### config.mk
export PLATFORM = sky130hd
export DESIGN_NAME = priority_scan_encoder_flat
export DESIGN_NICKNAME = d
export VERILOG_FILES = /design/src/rtl/priority_scan_encoder_if.sv /design/src/rtl/priority_scan_encoder.sv /design/src/flat_wrapper.sv
export SDC_FILE = /design/constraint.sdc
export NUM_CORES = 1
export LEC_CHECK = 0
export CAP_MARGIN = 20
export CORE_MARGIN = 3
export CORE_UTILIZATION = 42
export CTS_CLUSTER_SIZE = 40
export DETAILED_ROUTE_END_ITERATION = 6
export GPL_ROUTABILITY_DRIVEN = 1
export PLACE_DENSITY_LB_ADDON = 0.3
export SETUP_SLACK_MARGIN = 0.5
export SLEW_MARGIN = 20
export SYNTH_ARGS = -nofsm -noshare
export SYNTH_HDL_FRONTEND = slang
export SYNTH_SLANG_ARGS = --single-unit
### constraint.sdc
create_clock -name clk -period 2 [get_ports clk]
set_clock_uncertainty 0.15 [all_clocks]
set_input_delay 0.5 -clock clk [delete_from_list [all_inputs] [get_ports clk]]
set_output_delay 0.5 -clock clk [all_outputs]
set_load 0.01 [all_outputs]
### src/rtl/priority_scan_encoder_if.sv
// Request-vector in / per-index beat out handshake bundle for priority_scan_encoder.
// Latency: none, wires only.
// Backpressure: carries in_ready and out_ready; no storage here.
interface priority_scan_encoder_if #(
    parameter int WIDTH = 8
);
    localparam int IDX_W = $clog2(WIDTH);

    logic             in_valid;
    logic             in_ready;
    logic [WIDTH-1:0] in_vec;
    logic             out_valid;
    logic             out_ready;
    logic [IDX_W-1:0] out_idx;
    logic             out_last;
    logic             out_none;
    logic             busy;

    modport master (
        output in_valid, in_vec, out_ready,
        input  in_ready, out_valid, out_idx, out_last, out_none, busy
    );

    modport slave (
        input  in_valid, in_vec, out_ready,
        output in_ready, out_valid, out_idx, out_last, out_none, busy
    );
endinterface

### src/rtl/priority_scan_encoder.sv
// Emits the index of every set bit of a captured request vector, one beat each, in priority order.
// Latency: first beat 1 cycle after accept; N set bits take N beats; occupancy max(N,1)+1 cycles.
// Backpressure: beat held stable while out_ready=0; in_ready low until the last beat leaves.
module priority_scan_encoder #(
    parameter int WIDTH     = 8,
    parameter int IDX_W     = $clog2(WIDTH),
    parameter bit MSB_FIRST = 1'b1
) (
    input logic                   clk,
    input logic                   rst,
    priority_scan_encoder_if.slave bus
);
    typedef enum logic {
        IDLE = 1'b0,
        SCAN = 1'b1
    } state_t;

    state_t           state;
    state_t           state_nxt;
    logic [WIDTH-1:0] pend;
    logic [WIDTH-1:0] pend_nxt;
    logic             zero_flag;
    logic             zero_flag_nxt;
    logic [IDX_W-1:0] sel_idx;
    logic             single;
    logic             scanning;
    logic             last_beat;
    logic             in_fire;
    logic             beat_fire;

    // Later matches overwrite earlier ones, so the loop direction sets the priority.
    always_comb begin
        sel_idx = '0;
        if (MSB_FIRST) begin
            for (int i = 0; i < WIDTH; i++) begin
                if (pend[i]) sel_idx = IDX_W'(i);
            end
        end else begin
            for (int i = WIDTH - 1; i >= 0; i--) begin
                if (pend[i]) sel_idx = IDX_W'(i);
            end
        end
    end

    assign single    = (pend != '0) && ((pend & (pend - WIDTH'(1))) == '0);
    assign scanning  = (state == SCAN);
    assign last_beat = scanning && (zero_flag || single);
    assign in_fire   = bus.in_valid && (state == IDLE);
    assign beat_fire = scanning && bus.out_ready;

    assign bus.in_ready  = (state == IDLE);
    assign bus.out_valid = scanning;
    assign bus.busy      = scanning;
    assign bus.out_idx   = (scanning && !zero_flag) ? sel_idx : '0;
    assign bus.out_last  = last_beat;
    assign bus.out_none  = scanning && zero_flag;

    always_comb begin
        state_nxt     = state;
        pend_nxt      = pend;
        zero_flag_nxt = zero_flag;
        case (state)
            IDLE: begin
                if (in_fire) begin
                    pend_nxt      = bus.in_vec;
                    zero_flag_nxt = (bus.in_vec == '0);
                    state_nxt     = SCAN;
                end
            end
            SCAN: begin
                if (beat_fire) begin
                    pend_nxt = pend & ~(WIDTH'(1) << sel_idx);
                    if (last_beat) begin
                        state_nxt     = IDLE;
                        zero_flag_nxt = 1'b0;
                    end
                end
            end
            default: state_nxt = IDLE;
        endcase
    end

    always_ff @(posedge clk) begin
        if (rst) begin
            state     <= IDLE;
            pend      <= '0;
            zero_flag <= 1'b0;
        end else begin
            state     <= state_nxt;
            pend      <= pend_nxt;
            zero_flag <= zero_flag_nxt;
        end
    end
endmodule
### src/flat_wrapper.sv
// flat-port wrapper written by rule: the top's interface ports become plain ports
module priority_scan_encoder_flat 
#(
    parameter int WIDTH     = 8,
    parameter int IDX_W     = $clog2(WIDTH),
    parameter bit MSB_FIRST = 1'b1
)
  (clk, rst, bus_in_valid, bus_in_vec, bus_out_ready, bus_in_ready, bus_out_valid, bus_out_idx, bus_out_last, bus_out_none, bus_busy);
  priority_scan_encoder_if #(.WIDTH(WIDTH)) bus_i ();
  input logic clk;
  input logic rst;
  input wire logic [$bits(bus_i.in_valid)-1:0] bus_in_valid;
  input wire logic [$bits(bus_i.in_vec)-1:0] bus_in_vec;
  input wire logic [$bits(bus_i.out_ready)-1:0] bus_out_ready;
  output wire logic [$bits(bus_i.in_ready)-1:0] bus_in_ready;
  output wire logic [$bits(bus_i.out_valid)-1:0] bus_out_valid;
  output wire logic [$bits(bus_i.out_idx)-1:0] bus_out_idx;
  output wire logic [$bits(bus_i.out_last)-1:0] bus_out_last;
  output wire logic [$bits(bus_i.out_none)-1:0] bus_out_none;
  output wire logic [$bits(bus_i.busy)-1:0] bus_busy;
  assign bus_i.in_valid = bus_in_valid;
  assign bus_i.in_vec = bus_in_vec;
  assign bus_i.out_ready = bus_out_ready;
  assign bus_in_ready = bus_i.in_ready;
  assign bus_out_valid = bus_i.out_valid;
  assign bus_out_idx = bus_i.out_idx;
  assign bus_out_last = bus_i.out_last;
  assign bus_out_none = bus_i.out_none;
  assign bus_busy = bus_i.busy;
  priority_scan_encoder #(.WIDTH(WIDTH), .IDX_W(IDX_W), .MSB_FIRST(MSB_FIRST)) u_core (.clk(clk), .rst(rst), .bus(bus_i));
endmodule
==> flow_summary.ini, run 1 <==
[status]
status = aborted with a tool error
stop_stage = global routing
tool.error = [ERROR DPL-0038] Utilization greater than 100%, impossible to legalize

[cts]
cts_sinks = 10
clk_path_buf_depth = 2
numCtsBuffers = 3
cts-root-buf = clkbuf_4
cts.htree.levels = 1
ctsHoldBuffers = 0

[sta]
endpoint_type = primary output
postGrtWorstEndpoint = bus_out_last

[synthesis]
ys_seq_elements = 10
synth_largest_area_cell = dfxtp_1
synth_top_area_share_pct = 29.85
synth_commonest_cells = nand2_1 (11), dfxtp_1 (10), a21oi_1 (7)
syn_inst = 87
netlist_area_sq_um = 670.6
async_reset_ff_share_pct = 0
synth_area_leaders = dfxtp_1 (30%), nand2_1 (6.2%), a21oi_1 (5.2%), and4bb_2 (3.7%), nand2b_1 (3.7%)
ys_warn_count = 0
ys_types = 34
syn_area_per_cell_sq_um = 7.709
synth_edf_count = 0
yosysMostFrequentCell = nand2_1
synth_nets = 99
yosysSeqAreaShare_pct = 29.85
synth_ff_type = dfxtp_1

[floorplan]
top_level_ports = 20
die_h_um = 45.96
initial_utilization_pct = 47.94
die_w_um = 45.96
fp-row-count = 13

[place]
post_dp_cell_area_sq_mm = 0.001033
place_inst = 138
routabilityCongestion = 0.9326
io_buffers = 19
place_hpwl_mm = 1.712

[grt]
grt_max_degree = 8
[metrics by stage]
step / hold slack [ns] / setup TNS [ns] / setup slack [ns] / utilization (%)
2_1_floorplan: 0.3365 / 0 / 0.1096 / -
3_3_place_gp: 0.3891 / -0.6179 / -0.3148 / 73.88
3_5_place_dp: 0.3910 / -0.7083 / -0.3819 / 73.88
4_1_cts: 0.3725 / -0.2541 / -0.2541 / 87.12
[kinds of logic after synthesis]
logic type / Yosys count / share of synthesized area, %
simple gates: 38 / 32.65
buf+inv: 8 / 5.038
compound gates: 30 / 31.16
xor+xnor: 1 / 1.306
flops: 10 / 29.85
[timing repair]
action / 4_1_cts
gates resized for setup: 76
endpoints found under the hold margin: 0
setup buffers: 8
endpoints found under the setup margin: 18
pin swaps: 15
==> run 2: changes to the inputs <==
- CORE_AREA: not set -> 3 3 64 66
- CORE_MARGIN: 3 -> not set
- CORE_UTILIZATION: 42 -> not set
- CTS_CLUSTER_SIZE: 40 -> not set
- DIE_AREA: not set -> 0 0 67 69
- PLACE_DENSITY_LB_ADDON: 0.3 -> 0.15
- SETUP_SLACK_MARGIN: 0.5 -> not set
==> run 2 against run 1 <==
The flow now finishes, with violations (negative setup slack). Synthesized area unchanged. Synthesized cell count unchanged.
==> flow_summary.ini, run 2 <==
[synthesis]
synth_nets = 99
synth_area_leaders = dfxtp_1 (30%), nand2_1 (6.2%), a21oi_1 (5.2%), and4bb_2 (3.7%), nand2b_1 (3.7%)
ys_types = 34
yosysSeqAreaShare_pct = 29.85
synth_top_area_share_pct = 29.85
synth_ff_type = dfxtp_1
async_reset_ff_share_pct = 0
ys_seq_elements = 10
syn_inst = 87
netlist_area_sq_um = 670.6
synth_largest_area_cell = dfxtp_1
synth_edf_count = 0
synth_commonest_cells = nand2_1 (11), dfxtp_1 (10), a21oi_1 (7)
syn_area_per_cell_sq_um = 7.709
ys_warn_count = 0
yosysMostFrequentCell = nand2_1

[sta]
setup_viol_count_final = 1
hold_violations = 0
fmax_ghz = 0.4481
min_period_over_period_pct = 111.6
maxSlewViolCount = 0
tns_ns = -0.2315
tightestPinTransition_ns = 0.4122
fin_ws_ns = -0.2315
grt_setup_unrepaired = true
period_needed_ns = 2.232
relSlewSlack_pct = 71.81

[grt]
grt_pass1_vias = 806
grt.total_usage_pct = 10.91
grt_max_degree = 10
antenna_found_initial = 0
grt_overflow = 0
grt_pass1_wl_mm = 3.877

[worst_setup_path]
startpoint_type = flip-flop
path_cells = nor4_4 -> buf_4 -> buf_4 -> o211a_1 -> a211oi_2 -> buf_2
crit_required_ns = 1.35
cp-end-kind = output pin
arrival_ns = 1.58
cpMostUsedCell = buf_4
cp_max_fo = 4
critPathKind = flip-flop to output pin
max_stage_delay_ns = 0.48
cp_slowest_cell = dfxtp_1

[status]
status = finished, violations left
violations = negative setup slack

[place]
io_buffers = 19
post_dp_cell_area_sq_mm = 0.001101
routabilityCongestion = 0.8340
post-place-ws_ns = -0.4193
place_hpwl_mm = 1.938

[cts]
clk_path_buf_depth = 2
numCtsBuffers = 3
cts.htree.levels = 1
cts_tree = done
cts.clk_slew.worst_paths_ns = 0.05
cts_sinks = 10
cts-root-buf = clkbuf_8
clk_latency_ns = 0.24

[detailed_routing]
routed_wl_mm = 2.416
drtIter0Drc = 24
antenna_left = 0
firstDrtPassIters = 4
drc = 0
vias = 855
viasPerCell = 4.500
wl_per_cell_um = 12.72

[layout]
nets = 155
antennaDiodeCount = 0
top_register = u_core.pend
fillers = 403
syn_to_final_growth_pct = 89.55
multiInputGateArea_sq_um = 486.7
mostFrequentLayoutCells = buf_4 (33), clkdlybuf4s50_1 (14), nand2_1 (11)
postLayoutCellArea_sq_mm = 0.001271
largest_reg_flops = 8
drive_gt1_share_pct = 42.25
regArea_sq_um = 207.7
final_common_cell = buf_4

[pwr]
power_mw = 1.134
switchingPower_uw = 380.9
p_leak_nw = 0.5321
ir_drop_v = 0.0004007
clock_power_share_pct = 22.5
power_density_mw_per_mm2 = 892.1
power_frac_seq_pct = 23.4
sw_frac_of_total_pct = 33.59
p_int_uw = 753.1
comb_power_share_pct = 54.1

[floorplan]
top_level_ports = 20
fp-row-count = 22
die_h_um = 69
dieArea_sq_mm = 0.004623
initial_utilization_pct = 18.46
die_w_um = 67
core_area_sq_mm = 0.003633

[min_path]
min_path_type = flip-flop to flip-flop

[run]
drv_cap = 0
[run 2: cell counts after synthesis]
Identical to the previous run, type by type.
[run 2: repair_timing]
item,CTS,global route
gates resized for setup,26,6
pin swaps,5,5
buffers inserted,6,3
hold buffers,0,0
setup endpoints to repair,5,4
cloned,0,0
[run 2: final timing paths]
check / from / to / slack, ns / cells after the start
worst max register to register: u_core.pend[2]$_SDFFE_PP0P_ / u_core.pend[2]$_SDFFE_PP0P_ / 0.22 / 7
worst min register to register: u_core.zero_flag$_SDFFE_PP0P_ / u_core.bus.busy$_SDFF_PP0_ / 0.46 / 3
worst min-delay path: u_core.zero_flag$_SDFFE_PP0P_ / u_core.bus.busy$_SDFF_PP0_ / 0.46 / 3
worst max-delay path: u_core.pend[1]$_SDFFE_PP0P_ / bus_out_last / -0.23 / 6
[run 2: metal layers]
metal,GRT usage (%),part of all wire (%)
met5,0,0
met4,3.378,0.79
met3,2.443,5.5
met2,16.92,46
met1,14.76,48
[run 2: logic make-up after synthesis]
| kind of cell | share of synthesized area [%] |
|---|---|
| xor+xnor | 1.306 |
| simple gates | 32.65 |
| buf+inv | 5.038 |
| flops | 29.85 |
| compound gates | 31.16 |
[run 2: layout make-up]
class                   instances  share of cell area, %
flip-flops and latches         10                  16.34
repair buffers                 54                  34.84
multi-input cells              69                  38.29
well taps                      48                  4.724
inverters                       5                  1.476
clock buffers                   4                  4.331
[run 2: power groups by stage]
stage / Sequential (mW) / Combinational [mW] / Clock, mW
floorplan: 0.276 / 0.227 / 0
global placement: 0.261 / 0.523 / 0
detailed placement: 0.263 / 0.524 / 0
CTS: 0.264 / 0.580 / 0.259
global route: 0.269 / 0.668 / 0.272
finish: 0.265 / 0.614 / 0.255
[run 2: through the flow]
stage / instances / utilization [%] / hold WS [ns]
after floorplan: 87 / - / 0.3287
after global placement: 177 / 30.30 / 0.4809
after detailed placement: 177 / 30.30 / 0.4717
after CTS: 187 / 33.64 / 0.4667
after global routing: 190 / 34.99 / 0.5054
final: 190 / 34.99 / 0.4599
[run 2: critical path: cells and delay by family (launching register included)]
kind	cells	cell delay (ns)
flip-flops	1	0.48
buffers and inverters	3	0.41
AO/OA/AOI/OAI	2	0.38
AND/OR/NAND/NOR	1	0.08
Power figures use the tool's default switching activity.
==> run 3: changes to the inputs <==
- SKIP_CTS_REPAIR_TIMING: not set -> 1
==> run 3 against run 2 <==
The run still ends with negative setup slack left. Routed wire length is 3.4% lower. Sequential power is essentially flat. Global-route usage shrank 0.56 points. Largest cell class unchanged. Highest routed layer unchanged.
==> flow_summary.ini, run 3 (synthesis gave the netlist of run 2 again) <==
[status]
status = finished, violations left
violations = negative setup slack

[detailed_routing]
viasPerCell = 4.486
drc = 0
antenna_left = 0
routed_wl_mm = 2.333
firstDrtPassIters = 4
drtIter0Drc = 33
wl_per_cell_um = 12.75
vias = 821

[pwr]
clock_power_share_pct = 24.2
power_density_mw_per_mm2 = 882.7
power_frac_seq_pct = 24.8
power_mw = 1.058
switchingPower_uw = 358.6
comb_power_share_pct = 50.9
p_int_uw = 699.5
ir_drop_v = 0.0003616
p_leak_nw = 0.5336
sw_frac_of_total_pct = 33.90

[worst_setup_path]
critPathKind = flip-flop to output pin
cp-end-kind = output pin
startpoint_type = flip-flop
timing.critical_path.buf_inv = 1
arrival_ns = 1.58
cp_top_family = simple AND/OR/NAND/NOR gates
cp_max_fo = 5
cp_slowest_cell = nor4_4
crit_required_ns = 1.35
path_cells = nor4_4 -> nand4b_1 -> o211a_1 -> a211oi_2 -> buf_2
max_stage_delay_ns = 0.37

[floorplan]
die_h_um = 69
die_w_um = 67
top_level_ports = 20
fp-row-count = 22
core_area_sq_mm = 0.003633
initial_utilization_pct = 18.46
dieArea_sq_mm = 0.004623

[layout]
drive_gt1_share_pct = 36.30
mostFrequentLayoutCells = buf_4 (28), clkdlybuf4s50_1 (14), nand2_1 (11)
syn_to_final_growth_pct = 78.73
top_register = u_core.pend
largest_reg_flops = 8
final_common_cell = buf_4
fin_cells = 183
nets = 148
antennaDiodeCount = 0

[grt]
grt_overflow = 0
grt_pass1_wl_mm = 3.684
grt_max_degree = 10
antenna_found_initial = 0
grt.total_usage_pct = 10.35
grt_pass1_vias = 772

[sta]
hold_violations = 0
tns_ns = -0.2827
relSlewSlack_pct = 66.50
period_needed_ns = 2.233
min_period_over_period_pct = 111.7
fin_ws_ns = -0.2334
hold_slack_ns = 0.4475
maxSlewViolCount = 0
grt_setup_unrepaired = true
tightestPinTransition_ns = 0.4980
fmax_ghz = 0.4478
setup_viol_count_final = 2

[run]
drv_cap = 0

[place]
io_buffers = 19
routabilityCongestion = 0.8340
place_inst = 177
post-place-ws_ns = -0.4193
place_hpwl_mm = 1.938

[min_path]
min_path_type = flip-flop to flip-flop

[cts]
cts_tree = done
cts.clk_slew.worst_paths_ns = 0.05
cts-root-buf = clkbuf_8
cts_sinks = 10
numCtsBuffers = 3
cts.htree.levels = 1
clk_latency_ns = 0.24
clk_path_buf_depth = 2
-- run 3: cell count changes in the layout (fill, tap and decap cells not counted), sizes merged --
cell and delta:
buf -8, dlygate4sd2 -2, dlymetal6s2s +3
-- run 3: final timing paths --
check / from / endpoint / slack (ns) / depth (start not counted)
setup / recovery: u_core.pend[0]$_SDFFE_PP0P_ / bus_out_last / -0.23 / 5
hold / removal: u_core.zero_flag$_SDFFE_PP0P_ / u_core.bus.busy$_SDFF_PP0_ / 0.45 / 3
setup reg to reg: u_core.pend[2]$_SDFFE_PP0P_ / u_core.pend[2]$_SDFFE_PP0P_ / 0.24 / 6
hold reg to reg: u_core.zero_flag$_SDFFE_PP0P_ / u_core.bus.busy$_SDFF_PP0_ / 0.45 / 3
-- run 3: stage by stage --
stage | utilization [%] | instance area (sq um)
after floorplan | - | 670.6
after global placement | 30.30 | 1101
after detailed placement | 30.30 | 1101
after CTS | 31.82 | 1156
after global routing | 32.99 | 1199
final | 32.99 | 1199
-- run 3: final cells by class --
type,instances,area [sq um]
Inverter,5,18.77
Sequential cell,10,207.7
Timing Repair Buffer,47,397.9
Multi-Input combinational cell,69,459.2
Tap cell,48,60.06
Clock buffer,4,55.05
Fill cell,401,2435
-- run 3: tightest hold or removal path: stages, from the launching register on --
cell and delay, ns:
dfxtp_2 0.37, a311oi_1 0.05, o2111ai_1 0.08, nand2_1 0.05
-- run 3: routing by layer --
metal,vias to the layer above,routed length (um),track usage [%]
met3,2,115,2.443
li1,426,-,-
met1,370,1140,14.06
met2,23,1056,15.83
met4,0,21,3.378
met5,-,0,0
-- run 3: power groups by stage --
stage / Clock, mW / Sequential (mW) / Combinational [mW]
after global placement: 0 / 0.261 / 0.523
after CTS: 0.259 / 0.260 / 0.526
after detailed placement: 0 / 0.263 / 0.524
final: 0.256 / 0.263 / 0.539
after floorplan: 0 / 0.276 / 0.227
after global routing: 0.272 / 0.267 / 0.588
==> run 4: changes to the inputs <==
- ABC_AREA: not set -> 1
==> run 4 against run 3 <==
Critical path type unchanged. Sequential cell count did not move. First-iteration DRC count fell by 15%. The flow now finishes without violations. Cell count rose by 20%. Via count rose by 11%.
==> flow_summary.ini, run 4 <==
[status]
status = completed

[floorplan]
initial_utilization_pct = 21.69
top_level_ports = 20
dieArea_sq_mm = 0.004623
core_area_sq_mm = 0.003633
die_w_um = 67
fp-row-count = 22
die_h_um = 69

[layout]
syn_to_final_growth_pct = 60.48
multiInputGateArea_sq_um = 491.7
mostFrequentLayoutCells = nand2_1 (38), buf_4 (23), a21oi_1 (14)
largest_reg_flops = 8
final_common_cell = nand2_1
antennaDiodeCount = 0
top_register = u_core.pend
nets = 186
fillers = 407
regArea_sq_um = 209.0
postLayoutCellArea_sq_mm = 0.001265
drive_gt1_share_pct = 36.63

[worst_setup_path]
cp_slowest_cell = dfxtp_1
path_cells = nor2_4 -> nand2_1 -> nand2_1 -> nand2_1 -> nor2_2 -> nand2_2 -> o21ai_2 -> clkbuf_2
path_depth = 8
max_stage_delay_ns = 0.35
cp-end-kind = output pin
r2r_cells = 8
timing.critical_path.buf_inv = 1
crit_required_ns = 1.35
startpoint_type = flip-flop
critPathKind = flip-flop to output pin
cp_max_fo = 4
reg2reg_slack_ns = 0.49
arrival_ns = 1.31
cpMostUsedCell = nand2_1
cp_top_family = simple AND/OR/NAND/NOR gates

[cts]
cts_tree = done
cts_sinks = 10
clk_latency_ns = 0.24
cts-root-buf = clkbuf_8
numCtsBuffers = 3
clk_path_buf_depth = 2
cts.clk_slew.worst_paths_ns = 0.05
cts.htree.levels = 1

[sta]
min_period_over_period_pct = 98.16
tns_ns = 0
fmax_ghz = 0.5094
setup_viol_count_final = 0
tightestPinTransition_ns = 0.3613
hold_violations = 0
period_needed_ns = 1.963
hold_slack_ns = 0.3737
grt_setup_unrepaired = true
maxSlewViolCount = 0
relSlewSlack_pct = 75.69

[synthesis]
netlist_area_sq_um = 788.3
ys_seq_elements = 10
synth_area_leaders = dfxtp_1 (25%), nand2_1 (19%), a21oi_1 (8.9%), o21ai_0 (5.7%), inv_1 (5.7%)
ys_warn_count = 0
synth-compound-area-share_pct = 17.78
yosysSeqAreaShare_pct = 25.40
ys_types = 24
synth_top_area_share_pct = 25.40
synthXorXnorAreaFrac_pct = 0
async_reset_ff_share_pct = 0
syn_inst = 128
yosysMostFrequentCell = nand2_1
synthSimpleGateAreaFrac_pct = 42.70
synth_commonest_cells = nand2_1 (39), a21oi_1 (14), inv_1 (12)
synth_edf_count = 0
yosys.area_share.adder_pct = 0
synth_largest_area_cell = dfxtp_1
synth_ff_type = dfxtp_1
synth_nets = 140
synth_top_family_by_area = simple AND/OR/NAND/NOR gates
synthMuxAreaShare_pct = 0
syn_area_per_cell_sq_um = 6.158

[grt]
grt_pass1_wl_mm = 3.995
grt_pass1_vias = 868
grt_overflow = 0
antenna_found_initial = 0
grt.total_usage_pct = 11.02
grt_max_degree = 12

[place]
place_hpwl_mm = 1.842
routabilityCongestion = 0.8230
io_buffers = 19
post_dp_cell_area_sq_mm = 0.001162

[pwr]
p_leak_nw = 0.6612
ir_drop_v = 0.0002491
power_density_mw_per_mm2 = 771.4

[detailed_routing]
viasPerCell = 4.155
wl_per_cell_um = 10.46
routed_wl_mm = 2.301
drtIter0Drc = 28
drc = 0
vias = 914
firstDrtPassIters = 4
antenna_left = 0

[min_path]
whs_path_depth = 2
min_path_type = flip-flop to flip-flop

[run]
drv_cap = 0
run 4: cell count changes after synthesis, sizes merged, moves of 3 or more:
cell    change
nor2        +6
a21oi       +8
nand3       +5
nand2b      -4
o21ai       +5
nor4        -3
inv        +14
nand2      +34
run 4: per-layer routing:
layer,routed length (um),vias to the layer above,global-route usage (%)
li1,-,494,-
met1,1175,404,16.01
met2,1029,12,16.16
met3,51,4,1.140
met4,44,0,4.730
met5,0,-,0
run 4: stage by stage:
stage / setup slack, ns / util [%] / instances / power [mW]
after floorplan: 0.3160 / - / 128 / 0.5236
after global placement: -0.1622 / 31.99 / 213 / 0.7392
after detailed placement: -0.1723 / 31.99 / 213 / 0.7385
after CTS: -0.4290 / 33.13 / 216 / 0.9563
after global routing: -0.09409 / 34.81 / 220 / 1.066
final: 0.03678 / 34.81 / 220 / 0.9758
run 4: cell families after synthesis:
| family | after synthesis |
|---|---|
| simple gates | 69 |
| compound gates | 26 |
| flops | 10 |
| buf+inv | 23 |
run 4: final timing paths:
kind / start / to
worst max-delay path: u_core.pend[3]$_SDFFE_PP0P_ / bus_out_last
worst min-delay path: u_core.pend[7]$_SDFFE_PP0P_ / u_core.pend[7]$_SDFFE_PP0P_
worst max register to register: u_core.bus.busy$_SDFF_PP0_ / u_core.pend[4]$_SDFFE_PP0P_
worst min register to register: u_core.pend[7]$_SDFFE_PP0P_ / u_core.pend[7]$_SDFFE_PP0P_
run 4: area by class of cell:
class	instances	share of cell area [%]
Inverter	20	6.133
Timing Repair Buffer	44	30.46
Tap cell	48	4.748
Sequential cell	10	16.52
Multi-Input combinational cell	95	38.87
Clock buffer	3	3.264
run 4: tightest hold or removal path, delay by kind of cell, from the launching register on:
family	cells	cell delay (ns)
flops	1	0.35
simple gates	1	0.08
compound gates	1	0.05
run 4: power by group:
group,total (mW),switching (mW),internal [mW]
registers,0.262,0.0340,0.228
clock network,0.208,0.0767,0.132
logic,0.505,0.247,0.259
total,0.976,0.357,0.619
